## src/rtl/ps2_rx_pkg.sv

```systemverilog
// PS/2 receiver shared types and constants.
// Prefix/ignore codes, bus bit positions, FSM states.
package ps2_rx_pkg;

  typedef enum logic [1:0] {
    S_IDLE,
    S_DATA,
    S_PARITY,
    S_STOP
  } state_e;

  localparam logic [7:0] CODE_EXT = 8'hE0;
  localparam logic [7:0] CODE_BRK = 8'hF0;

  localparam logic [7:0] DROP_ACK  = 8'hFA;
  localparam logic [7:0] DROP_BAT  = 8'hAA;
  localparam logic [7:0] DROP_ECHO = 8'hEE;
  localparam logic [7:0] DROP_RSND = 8'hFE;
  localparam logic [7:0] DROP_ERR0 = 8'h00;
  localparam logic [7:0] DROP_ERR1 = 8'hFF;
  localparam logic [7:0] DROP_PAUS = 8'hE1;

  localparam int BIT_TOGGLE = 10;
  localparam int BIT_BREAK  = 9;
  localparam int BIT_EXT    = 8;

  function automatic logic is_drop(
    input logic [7:0] b
  );
    return (b == DROP_ACK)  ||
           (b == DROP_BAT)  ||
           (b == DROP_ECHO) ||
           (b == DROP_RSND) ||
           (b == DROP_ERR0) ||
           (b == DROP_ERR1) ||
           (b == DROP_PAUS);
  endfunction

endpackage

```

## src/rtl/ps2_filter.sv

```systemverilog
// 2-flop synchronizer plus glitch filter for the PS/2 clock line.
// Ports: clock/reset, raw_i line in, fall_o one-cycle pulse on filtered 1->0.
module ps2_filter #(
  parameter int unsigned FILTER = 8
) (
  input  logic clock,
  input  logic reset,
  input  logic raw_i,
  output logic fall_o
);

  localparam int CW = $clog2(FILTER + 1);

  logic [1:0]    sync_q;
  logic          lvl_q, lvl_d;
  logic          prev_q;
  logic [CW-1:0] cnt_q, cnt_d;

  // Level flips only after FILTER consecutive differing samples.
  always_comb begin
    lvl_d = lvl_q;
    cnt_d = '0;
    if (sync_q[1] != lvl_q) begin
      if (cnt_q == CW'(FILTER - 1)) begin
        lvl_d = sync_q[1];
      end else begin
        cnt_d = cnt_q + CW'(1);
      end
    end
  end

  always_ff @(posedge clock or negedge reset) begin
    if (!reset) begin
      sync_q <= 2'b11;
      lvl_q  <= 1'b1;
      prev_q <= 1'b1;
      cnt_q  <= '0;
    end else begin
      sync_q <= {sync_q[0], raw_i};
      lvl_q  <= lvl_d;
      prev_q <= lvl_q;
      cnt_q  <= cnt_d;
    end
  end

  assign fall_o = prev_q & ~lvl_q;

endmodule

```

## src/rtl/ps2_rx.sv

```systemverilog
// PS/2 keyboard receiver: frames bytes, folds E0/F0 prefixes into events.
// Ports: clock, reset (async low), ps2Ck/ps2D raw lines, ps2 event bus, err pulse.
module ps2_rx
  import ps2_rx_pkg::*;
#(
  parameter int unsigned FILTER  = 8,
  parameter int unsigned TIMEOUT = 16'd50000
) (
  input  logic        clock,
  input  logic        reset,
  input  logic        ps2Ck,
  input  logic        ps2D,
  output logic [10:0] ps2,
  output logic        err
);

  localparam int TW = $clog2(TIMEOUT + 1);

  logic [1:0]    dsync_q;
  logic          edge_s;
  logic          din;

  state_e        state_q, state_d;
  logic [2:0]    bit_q, bit_d;
  logic [7:0]    sh_q, sh_d;
  logic          par_q, par_d;
  logic [TW-1:0] to_q, to_d;
  logic          ext_q, ext_d;
  logic          brk_q, brk_d;
  logic [10:0]   bus_q, bus_d;
  logic          err_q, err_d;
  logic          tmo;

  ps2_filter #(
    .FILTER (FILTER)
  ) u_ck (
    .clock  (clock),
    .reset  (reset),
    .raw_i  (ps2Ck),
    .fall_o (edge_s)
  );

  assign din = dsync_q[1];

  assign tmo = (state_q != S_IDLE) && !edge_s &&
               (to_q == TW'(TIMEOUT - 1));

  always_comb begin
    state_d = state_q;
    bit_d   = bit_q;
    sh_d    = sh_q;
    par_d   = par_q;
    ext_d   = ext_q;
    brk_d   = brk_q;
    bus_d   = bus_q;
    err_d   = 1'b0;
    to_d    = (edge_s || state_q == S_IDLE) ? '0 : to_q + TW'(1);

    if (tmo) begin
      state_d = S_IDLE;
      err_d   = 1'b1;
      ext_d   = 1'b0;
      brk_d   = 1'b0;
    end else if (edge_s) begin
      case (state_q)
        S_IDLE: begin
          if (!din) begin
            state_d = S_DATA;
            bit_d   = 3'd0;
          end
        end
        S_DATA: begin
          sh_d  = {din, sh_q[7:1]};
          bit_d = bit_q + 3'd1;
          if (bit_q == 3'd7) state_d = S_PARITY;
        end
        S_PARITY: begin
          par_d   = din;
          state_d = S_STOP;
        end
        S_STOP: begin
          state_d = S_IDLE;
          // Odd parity over data+parity and a high stop bit.
          if (din && ^{sh_q, par_q}) begin
            unique case (1'b1)
              (sh_q == CODE_EXT): ext_d = 1'b1;
              (sh_q == CODE_BRK): brk_d = 1'b1;
              is_drop(sh_q): begin
                ext_d = 1'b0;
                brk_d = 1'b0;
              end
              default: begin
                bus_d[BIT_TOGGLE] = ~bus_q[BIT_TOGGLE];
                bus_d[BIT_BREAK]  = brk_q;
                bus_d[BIT_EXT]    = ext_q;
                bus_d[7:0]        = sh_q;
                ext_d = 1'b0;
                brk_d = 1'b0;
              end
            endcase
          end else begin
            err_d = 1'b1;
            ext_d = 1'b0;
            brk_d = 1'b0;
          end
        end
        default: state_d = S_IDLE;
      endcase
    end
  end

  always_ff @(posedge clock or negedge reset) begin
    if (!reset) begin
      dsync_q <= 2'b11;
      state_q <= S_IDLE;
      bit_q   <= '0;
      sh_q    <= '0;
      par_q   <= 1'b0;
      to_q    <= '0;
      ext_q   <= 1'b0;
      brk_q   <= 1'b0;
      bus_q   <= '0;
      err_q   <= 1'b0;
    end else begin
      dsync_q <= {dsync_q[0], ps2D};
      state_q <= state_d;
      bit_q   <= bit_d;
      sh_q    <= sh_d;
      par_q   <= par_d;
      to_q    <= to_d;
      ext_q   <= ext_d;
      brk_q   <= brk_d;
      bus_q   <= bus_d;
      err_q   <= err_d;
    end
  end

  assign ps2 = bus_q;
  assign err = err_q;

endmodule

```

## config.mk

```make
export PLATFORM = sky130hd
export DESIGN_NAME = ps2_rx
export DESIGN_NICKNAME = d
export VERILOG_FILES = /design/src/rtl/ps2_rx_pkg.sv /design/src/rtl/ps2_filter.sv /design/src/rtl/ps2_rx.sv
export SDC_FILE = /design/constraint.sdc
export NUM_CORES = 1
export LEC_CHECK = 0
export BUFFER_PORTS_ARGS = -buffer_cell sky130_fd_sc_hd__buf_2
export CAP_MARGIN = 20
export CORE_ASPECT_RATIO = 1.2
export CORE_MARGIN = 3
export CORE_UTILIZATION = 56
export CTS_BUF_LIST = sky130_fd_sc_hd__clkbuf_4
export CTS_CLUSTER_SIZE = 28
export DETAILED_ROUTE_END_ITERATION = 10
export PLACE_DENSITY = 0.77
export SYNTH_ARGS = -nofsm -noshare
export SYNTH_HDL_FRONTEND = slang
export SYNTH_HIERARCHICAL = 1
export SYNTH_SLANG_ARGS = --single-unit
```

## constraint.sdc

```tcl
create_clock -name clock -period 2.1 [get_ports clock]
set_clock_uncertainty 0.1 [all_clocks]
set_input_delay 0.42 -clock clock [delete_from_list [all_inputs] [get_ports clock]]
set_output_delay 0.42 -clock clock [all_outputs]
set_load 0.03 [all_outputs]
```

-- Word level (Yosys, flattened, before mapping)
Cells that the tools add are included.
- register bits after elaboration: 54
- logic and storage cells: 93
- eq/ne operators: 20
- add/sub/neg operators: 3
- bitwise logic cells: 5
- mux-type cells: 24
- reduce and logical (&&, ||, !) cells: 27
- operator list (operator ; count):
    $eq 8x8->1 const B ; 8
    $add 16x1->16 const B ; 1
    $eq 16x16->1 const B ; 1
    $mux 16 ; 1
    $reduce_and 3->1 ; 5
    $mux 1 ; 12
    $ne 3x3->1 const B ; 4
    $reduce_xor 9->1 ; 1
    $logic_not 8->1 ; 1
    $mux 2 ; 4
    $mux 4 ; 2
    $pmux 2 s4 ; 1
    $reduce_bool 2->1 ; 4
    $logic_or 1x1->1 ; 7
    $pmux 3 s2 ; 1
    $reduce_and 5->1 ; 1
    $add 4x1->4 const B ; 1
    $eq 2x2->1 const B ; 2
    $eq 4x3->1 const B ; 1
    $not 1->1 ; 4
    $pmux 1 s2 ; 2
    $reduce_and 4->1 ; 1
    $add 3x1->3 const B ; 1
    $eq 3x3->1 const B ; 1
    10 further kinds ; 12

-- Logic depth before layout (Yosys ltp)
- depth in word-level cells: 10
- gate-level depth with buffers: 8

-- Hierarchy
The synthesis kept the hierarchy.
- by module, submodules not included (module ; area an instance (um^2) ; instances ; seq. area each (um^2) ; cells each):
    ps2_rx ; 2192.1 ; 1 ; 1153.6 ; 187
    ps2_filter ; 305.3 ; 1 ; 205.2 ; 22

-- Least setup slack after synthesis
OpenSTA, ideal clock, no wires.
- kind: register to register
- from: reg sh_q[1]
- to: reg bus_q[0], in the netlist ps2[0]
- path slack: -0.012 ns
- required time: 1.875 ns
- period minus slack after synthesis: 2.112 ns
- stages on the path, launching flop included: 8
- data arrival time: 1.886 ns
- setup time: 0.125 ns
- cell sequence: dfrtp_1 -> buf_6 -> or4_2 -> a21oi_1 -> a311oi_1 -> nand3_2 -> buf_6 -> mux2_4
- word-level cells in the longest chain between the ends: 10
- elaborated cells between the ends (all ways): 20
- RTL lines (element ; line ; source):
    start, declared ; ps2_rx.sv:25 ; logic [7:0] sh_q, sh_d;
    start signal, assigned ; ps2_rx.sv:117 ; sh_q <= '0;
    start signal, assigned ; ps2_rx.sv:128 ; sh_q <= sh_d;
    $eq 8x8->1, on equally long branches ; ps2_rx_pkg.sv:30, ps2_rx_pkg.sv:31 ;
    $logic_or 1x1->1 ; ps2_rx_pkg.sv:30 ; return (b == DROP_ACK) ||
    $logic_or 1x1->1 ; ps2_rx_pkg.sv:31 ; (b == DROP_BAT) ||
    $logic_or 1x1->1 ; ps2_rx_pkg.sv:32 ; (b == DROP_ECHO) ||
    $logic_or 1x1->1 ; ps2_rx_pkg.sv:33 ; (b == DROP_RSND) ||
    $logic_or 1x1->1 ; ps2_rx_pkg.sv:34 ; (b == DROP_ERR0) ||
    $logic_or 1x1->1 ; ps2_rx_pkg.sv:35 ; (b == DROP_ERR1) ||
    $reduce_or 3->1 (no line) ; -- ;
    $not 1->1 (no line) ; -- ;
    $reduce_and 5->1 (no line) (*) ; -- ;
    end signal, assigned ; ps2_rx.sv:133 ; bus_q <= bus_d;
    end, declared ; ps2_rx.sv:30 ; logic [10:0] bus_q, bus_d;
Every way passes the cells marked *; elsewhere a longest branch is shown, timed or not.
A chain may end at the register's enable or synchronous reset.

-- Final worst setup path
- from: reg sh_q[5]
- to: reg bus_q[6], in the netlist ps2[6]
The elaborated chain is that of the path after synthesis.

==> results.toml <==
[floorplanning]
initial_core_util = 0.6048
core_area_um2 = 4129
rows = 25
dieHeight_um = 79.16
io_pins = 16
fp.dieArea_um2 = 5300
die_w_um = 66.96

[clock_network]
insertion_delay_ps = 360
cts_root_buffer = "clkbuf_4"
clkTransAtPathRegs_ps = 140
cts_tree = "done"
cts.sinks = 54
htreeDepth = 2
clockBufferDepth = 2
cts_made_buffers = 5

[worst_hold_path]
hold_path.startpoint = "ps2Ck"
hold_path_end = "u_ck/sync_q[0]$_DFF_PN1_"
hold_class = "primary input to register"
holdPathStages = 1

[routing]
first_pass_iters = 4
ant_nets = 0
route.vias.total = 1616
drtIter0Drc = 77
routed_wl_mm = 4.240
wl_per_cell_um = 13.99
remaining_drc_errors = 0
vias_per_cell = 5.333

[logic_synthesis]
synth_area_um2 = 2497
synth_cells = 209
ys_types = 41
synth_nets = 221
synth_edf_count = 0
ys.flop_type = "dfrtp_1"
ys_ff_latch = 54
syn_area_per_cell_um2 = 11.95
yosysSeqAreaShare = 0.5441
async_flop_share = 1.000
yosysWarningCount = 6

[sta]
rsz0062_at_grt = "yes"
hold_viol_final = 0
worst_pin_slew_ps = 469.7
maxSlewViolCount = 0
max_freq_mhz = 477.5
fin_crit_ps = 2094
relSlewSlack = 0.6835
report.final.setup_viol = 0
fin_crit_sh = 0.9972
worst_slack_ps = 5.892

[pwr]
p_leak_uw = 0.001437
swShare = 0.3141
p_int_uw = 1708
power_frac_comb = 0.309
clkPwrFrac = 0.175
p_per_area_nw_per_um2 = 862.8
sequentialPowerShare = 0.516
max-vdd-ir-drop_mv = 0.4447
power.switching_uw = 782.2

[finish]
layout-drive-gt1-share = 0.3293
nNetsFinal = 260
multi_input_area_um2 = 1110
syn_to_final_growth_pct = 15.58
fin_area_um2 = 2887
diodes = 0
nFillCells = 343
mostFrequentLayoutCells = "dfrtp_1 (48), nor2_1 (21), buf_4 (18)"
ff_latch_area_um2 = 1359
layout_commonest_cell = "dfrtp_1"

[place]
io_buffer_count = 15
gp_congestion = 0.7990
dpl.hpwl_mm = 3.094
placed_area_um2 = 2746
dp_slack_ps = -15.75

[critical_path]
ff2ff_path_depth = 7
cp-start-kind = "register"
r2r_start = "sh_q[5]$_DFFE_PN0P_"
worst-path-max-fanout = 6
path_class = "register to register"
worstPathRequired_ps = 2270
r2r_end = "ps2[6]$_DFFE_PN0P_"
r2r_slack_ps = 6
cp-end-kind = "register"
cp_data_arrival_time_ps = 2260

[global_route]
overflow = 0
grt_start_max_net_pins = 24
antenna_found_initial = 0
grt_pass1_wl_mm = 7.935
grt_use_total = 0.1937
grt_pass1_vias = 1726

[status]
outcome = "complete, no violations"

[job]
cap_violations = 0
==> worst max-delay path, stage by stage (launching register included) <==
cell	delay, ps
dfrtp_1	420
buf_6	140
xnor2_2	110
xnor3_1	450
xnor2_2	180
nand3_2	130
buf_6	170
mux2_4	290
==> metrics by stage <==
stage	hold slack, ps	utilization	power (uW)	TNS, ps	std cells
after detailed placement	234.4	0.6652	2037	-57.87	290
after global routing	2.165	0.6991	2688	-729.8	303
after global placement	234.6	0.6652	2018	0	290
after CTS	31.09	0.6842	2478	0	300
after floorplan	24.41	-	1792	0	209
final	45.30	0.6991	2490	0	303
==> synth_stat cells, types with 3 or more instances <==
cell type | instances | area, um^2
dfstp_2 | 6 | 157.7
ha_1 | 8 | 100.1
nor3_1 | 7 | 35.03
nand3_1 | 9 | 45.04
dfrtp_1 | 48 | 1201
nor2_1 | 21 | 78.83
o21ai_0 | 7 | 35.03
xnor2_1 | 12 | 105.1
a21oi_1 | 4 | 20.02
xor2_1 | 8 | 70.07
mux2_2 | 10 | 112.6
clkbuf_1 | 3 | 11.26
and3_1 | 3 | 18.77
nand2_1 | 14 | 52.55
nand4_1 | 3 | 18.77
inv_1 | 6 | 22.52
mux2_4 | 10 | 150.1
==> per-layer routing <==
| metal | up-vias | part of all wire | routed length, um | track usage |
|---|---|---|---|---|
| li1 | 806 | - | - | - |
| met1 | 781 | 0.44 | 1864 | 0.2477 |
| met2 | 22 | 0.52 | 2201 | 0.3294 |
| met3 | 7 | 0.026 | 110 | 0.03960 |
| met4 | 0 | 0.015 | 64 | 0.05477 |
| met5 | - | 0 | 0 | 0 |
==> worst max path at each step <==
stage                         end  depth (start not counted)           startpoint
4_1_cts        ps2[6]$_DFFE_PN0P_                          6  sh_q[3]$_DFFE_PN0P_
6_report       ps2[6]$_DFFE_PN0P_                          7  sh_q[5]$_DFFE_PN0P_
3_3_place_gp   ps2[2]$_DFFE_PN0P_                          6  sh_q[1]$_DFFE_PN0P_
3_5_place_dp   ps2[6]$_DFFE_PN0P_                          6  sh_q[3]$_DFFE_PN0P_
5_1_grt        ps2[5]$_DFFE_PN0P_                          7  sh_q[5]$_DFFE_PN0P_
2_1_floorplan  ps2[0]$_DFFE_PN0P_                          7  sh_q[1]$_DFFE_PN0P_
==> state kept, by name, summed over array words and instances, names as in the netlist, 2 cells and up <==
signal       cells
state_q          2
dsync_q          2
u_ck/sync_q      2
to_q            16
sh_q             8
u_ck/cnt_q       4
bit_q            3
ps2             11
==> power by group through the flow <==
stage / clock (uW) / sequential [uW] / combinational, uW
finish: 436 / 1280 / 770
detailed placement: 0 / 1310 / 726
global placement: 0 / 1300 / 714
CTS: 453 / 1290 / 734
floorplan: 0 / 1290 / 499
global route: 499 / 1310 / 883
==> logic make-up after synthesis <==
logic type / share of synthesized area
DFF: 0.5441
muxes: 0.1092
adders and majority gates: 0.04008
and+or+nand+nor: 0.1433
xor gates and xnor gates: 0.08567
AOI/OAI and AO/OA: 0.05211
buffers and inverters: 0.02555
==> final cells by class <==
cell class              instances  share of cell area
flip-flops and latches         54              0.4707
multi-input cells             143              0.3845
repair buffers                 38             0.09493
well taps                      54             0.02341
clock buffers                   6             0.01560
inverters                       6            0.007802
clock inverters                 2            0.003034
==> repair_timing <==
item	CTS	global route
pin swaps	1	4
gates resized for setup	2	11
setup buffers	1	3
endpoints found under the hold margin	12	0
hold buffers	1	0
endpoints found under the setup margin	5	14
No activity file was read; power rests on OpenSTA's default activity.
